==> src/rtl/multimode_shift_counter.sv <==
// N-bit Johnson / one-hot ring / LFSR sequence generator with load, direction, and self-correction.
// Latency: 1 clock from edge to q_out and flags. No backpressure: one step per enabled clock.
module multimode_shift_counter #(
  parameter int           N    = 4,
  parameter logic [N-1:0] TAPS = 4'b0011
) (
  input  logic         clk,
  input  logic         rst,
  input  logic         en,
  input  logic         load,
  input  logic [N-1:0] d_in,
  input  logic [1:0]   mode,
  input  logic         dir,
  output logic [N-1:0] q_out,
  output logic         wrap,
  output logic         corr
);

  localparam logic [1:0] MODE_JOHNSON = 2'b00;
  localparam logic [1:0] MODE_RING    = 2'b01;
  localparam logic [1:0] MODE_LFSR    = 2'b10;

  logic [N-1:0] q_step;
  logic [N-1:0] seed;
  logic         legal;
  logic         shifting;
  logic [N-2:0] edges;
  logic         fb;

  // Each set bit marks a boundary between adjacent differing bits; a legal
  // Johnson state has at most one such boundary.
  assign edges = q_out[N-2:0] ^ q_out[N-1:1];
  assign fb    = ^(q_out & TAPS);

  always_comb begin
    q_step   = q_out;
    seed     = q_out;
    legal    = 1'b1;
    shifting = 1'b0;
    case (mode)
      MODE_JOHNSON: begin
        shifting = 1'b1;
        seed     = '0;
        legal    = (edges & (edges - (N-1)'(1))) == '0;
        q_step   = dir ? {q_out[N-2:0], ~q_out[N-1]} : {~q_out[0], q_out[N-1:1]};
      end
      MODE_RING: begin
        shifting = 1'b1;
        seed     = N'(1);
        legal    = (q_out != '0) && ((q_out & (q_out - N'(1))) == '0);
        q_step   = dir ? {q_out[N-2:0], q_out[N-1]} : {q_out[0], q_out[N-1:1]};
      end
      MODE_LFSR: begin
        shifting = 1'b1;
        seed     = N'(1);
        legal    = q_out != '0;
        q_step   = {fb, q_out[N-1:1]};
      end
      default: begin
        shifting = 1'b0;
      end
    endcase
  end

  always_ff @(posedge clk or negedge rst) begin
    if (!rst) begin
      q_out <= '0;
      wrap  <= 1'b0;
      corr  <= 1'b0;
    end else if (load) begin
      q_out <= d_in;
      wrap  <= 1'b0;
      corr  <= 1'b0;
    end else if (en && !legal) begin
      q_out <= seed;
      wrap  <= 1'b0;
      corr  <= 1'b1;
    end else if (en) begin
      q_out <= q_step;
      wrap  <= shifting && (q_step == seed);
      corr  <= 1'b0;
    end else begin
      wrap  <= 1'b0;
      corr  <= 1'b0;
    end
  end

endmodule

==> config.mk <==
export PLATFORM = sky130hd
export DESIGN_NAME = multimode_shift_counter
export DESIGN_NICKNAME = d
export VERILOG_FILES = /design/src/rtl/multimode_shift_counter.sv
export SDC_FILE = /design/constraint.sdc
export NUM_CORES = 1
export LEC_CHECK = 0
export CELL_PAD_IN_SITES_DETAIL_PLACEMENT = 2
export CELL_PAD_IN_SITES_GLOBAL_PLACEMENT = 2
export CORE_MARGIN = 10
export CORE_UTILIZATION = 29
export DETAILED_ROUTE_END_ITERATION = 6
export GPL_TIMING_DRIVEN = 0
export PLACE_DENSITY_LB_ADDON = 0.1
export SETUP_SLACK_MARGIN = 0.5
export SLEW_MARGIN = 40
export SYNTH_ARGS = -nofsm -noshare
export SYNTH_HDL_FRONTEND = slang
export SYNTH_SLANG_ARGS = --single-unit
==> constraint.sdc <==
create_clock -name clk -period 4.5 [get_ports clk]
set_input_delay 0.675 -clock clk [delete_from_list [all_inputs] [get_ports clk]]
set_output_delay 0.675 -clock clk [all_outputs]
set_load 0.1 [all_outputs]
==> results.txt <==
Leaving out fill and tap cells, the most frequent cell in the layout is sky130_fd_sc_hd__clkdlybuf4s50_1. The detailed router finished its first iteration with 8 violations. The worst-case setup slack after placement came out at 1.78 ns. The total setup buffers inserted after CTS came out at 0. The number of pins exceeding their max-slew limit in the final report is 0. Counting cells, the worst reg-to-reg path comes to 7.

The number of enable-type register cells in the synthesized netlist is 0. The number of remaining DRC errors came out at 0. The min-delay analysis places its worst path in the category primary input to async pin. The highest net fanout along the worst path came out at 6.

For this run, the leading register cell type out of synthesis is sky130_fd_sc_hd__dfrtp_1. The final clock skew came out at 0.00739 ns. The final HPWL from detailed placement is 1.62 mm. The number of buffers created by CTS is 3. The number of distinct library cells after synthesis came out at 34.

The worst setup path is captured at a register. The overall routing resource usage came out at 0.0890. The register clock-pin slew on the reported worst setup and hold paths is 0.05 ns.

The warning count from the yosys run came out at 0. The die covers 4390 um2. The mean instance size in the synthesized netlist came out at 8.74 um2. Once the clock tree was built, the resizer swapped 0 gates to a different size.

The period utilization is 0.547. The data required time at the worst endpoint is 4.68 ns. Counting every instance in the synthesized netlist gives 71.

The number of global-route vias before repair is 618. Summing internal, switching and leakage power gives 240 uW. The number of clock sinks came out at 6.

The share of the Yosys chip area taken by registers is 0.242. The post-route antenna net violation count came out at 0. The die span in x came out at 66.3 um.

The maximum number of buffers from clock root to sink came out at 2. The remaining max-slew budget at the tightest pin is 0.673. In this run the static leakage power is 0.000367 uW. The final critical-path required period is 2.46 ns.

The routed design has 1.91 mm of wire. The cell row count is 16. The pre-antenna-repair detailed-routing pass consisted of 4 iterations.

Data arrives at the worst endpoint at 2.64 ns. The average wire length per cell after detail routing is 16.3 um. Power spread over the standard cell area amounts to 297 nW/um2.

The via count is 604. The total negative setup slack is 0 ns. The total area inside the core boundary comes to 2000 um2.

The final layout contains 112 nets. The final worst slack is 2.04 ns. STA classifies the critical path startpoint as a primary input. The number of diodes is 0.

Summed over all layers, the global routing overflow is 0. Setup repair after global routing left no endpoint under its margin. The via density per instance is 5.16. Static timing analysis puts the maximum clock frequency at 0.407 GHz.

The first-pass GRT wire length came out at 3.03 mm. Summing every instance area after synthesis gives 621 um2. The highest ir drop seen on vdd came out at 0.125 mV. For the pin with the worst max-slew slack, the measured transition is 0.494 ns.

The number of input and output port buffers inserted came out at 16. The synthesis-to-layout area growth is 30.0%. 17 I/O pins were placed. The run finished with clean final reports. The net count after synthesis is 91. The library cells used most frequently in the layout, excluding fill and tap cells, are sky130_fd_sc_hd__clkdlybuf4s50_1, sky130_fd_sc_hd__inv_1, sky130_fd_sc_hd__ha_1. For the worst-skew pair, the clock arrives at the later sink with an insertion delay of 0.25 ns.

The final number of hold-violating endpoints came out at 0. The hold buffer count at cts came out at 0. The final weighted congestion in routability-driven placement is 0.776. Clock tree synthesis selected as its root buffer the cell sky130_fd_sc_hd__clkbuf_4. The die span in y came out at 66.3 um.

The max-cap violation count is 0. The maximum number of pins on one net before global-route repair is 11. The initial antenna violation count came out at 0. TritonCTS built the clock tree. The proportion of register bits with asynchronous set or reset after synthesis is 1.00. The effective utilization at floorplan is 0.310. The register bit total from synthesis came out at 6.

The fraction of final layout cells sized beyond drive strength 1 is 0.189. In this run the number of H-tree levels came out at 1. The setup slack of the worst register-to-register path is 2.46 ns.

The type of the worst setup path is primary input to register. The final count of negative-setup-slack endpoints came out at 0.
==> Yosys cell counts (2+ instances only) <==
cell type,n,area share
sky130_fd_sc_hd__a21oi_1,6,0.048
sky130_fd_sc_hd__a22o_1,2,0.028
sky130_fd_sc_hd__dfrtp_1,6,0.24
sky130_fd_sc_hd__ha_1,9,0.18
sky130_fd_sc_hd__inv_1,9,0.054
sky130_fd_sc_hd__mux2_2,2,0.036
sky130_fd_sc_hd__nand2_1,3,0.018
sky130_fd_sc_hd__nor2_1,3,0.018
sky130_fd_sc_hd__nor2b_1,2,0.020
sky130_fd_sc_hd__nor3_1,4,0.032
sky130_fd_sc_hd__o21ai_1,2,0.016
==> worst paths after layout <==
check                               from        to
max in group asynchronous            rst  q_out[2]
min in group clk                q_out[3]  q_out[3]
worst max register to register  q_out[0]  q_out[0]
worst max-delay path             mode[0]  q_out[0]
worst min register to register  q_out[3]  q_out[3]
worst min-delay path                 rst  q_out[3]
==> power breakdown <==
part           switching [uW]  internal, uW
registers                7.62          59.4
logic                    84.2          38.4
clock network            20.0          30.2
==> registers in the layout, indices dropped and copies added, names as in the netlist <==
| signal | flops |
|---|---|
| corr | 1 |
| wrap | 1 |
| q_out | 4 |
==> cell families after synthesis <==
| logic type | Yosys count | share of synthesized area |
|---|---|---|
| AO/OA/AOI/OAI | 23 | 0.274 |
| AND/OR/NAND/NOR | 18 | 0.169 |
| buffers and inverters | 11 | 0.0665 |
| adder cells (fa/ha/maj) | 9 | 0.181 |
| flip-flops | 6 | 0.242 |
| multiplexers | 3 | 0.0524 |
| XOR/XNOR | 1 | 0.0141 |
==> layout make-up <==
| class | count | area (um2) |
|---|---|---|
| plain buffers | 2 | 7.51 |
| clock buffers | 3 | 22.5 |
| fillers | 241 | 1190 |
| inverters | 9 | 33.8 |
| multi-input cells | 54 | 429 |
| flip-flops and latches | 6 | 150 |
| well taps | 27 | 33.8 |
| repair buffers | 16 | 130 |
==> worst max-delay path, stage by stage <==
cell                              delay, ns
sky130_fd_sc_hd__clkdlybuf4s50_1       0.53
sky130_fd_sc_hd__inv_1                 0.08
sky130_fd_sc_hd__ha_1                  0.28
sky130_fd_sc_hd__nor3b_1               0.17
sky130_fd_sc_hd__a2111oi_2             0.36
sky130_fd_sc_hd__o31ai_2               0.17
sky130_fd_sc_hd__o31a_1                0.30
sky130_fd_sc_hd__o21ai_2               0.06
==> metal layers <==
layer | part of all wire | global-route usage | vias up | routed length (um)
li1 | - | - | 295 | -
met1 | 0.46 | 0.107 | 293 | 883
met2 | 0.48 | 0.144 | 14 | 919
met3 | 0.047 | 0.0288 | 2 | 89
met4 | 0.0099 | 0.0314 | 0 | 19
met5 | 0 | 0 | - | 0
==> through the flow <==
stage / hold slack (ns) / area, um2 / std cells / util
floorplan: 0.379 / 621 / 71 / -
global placement: 0.674 / 815 / 114 / 0.407
detailed placement: 0.670 / 785 / 114 / 0.392
CTS: 0.656 / 807 / 117 / 0.403
global route: 0.664 / 807 / 117 / 0.403
finish: 0.655 / 807 / 117 / 0.403
Note: power is estimated with default switching activity, not from simulation.
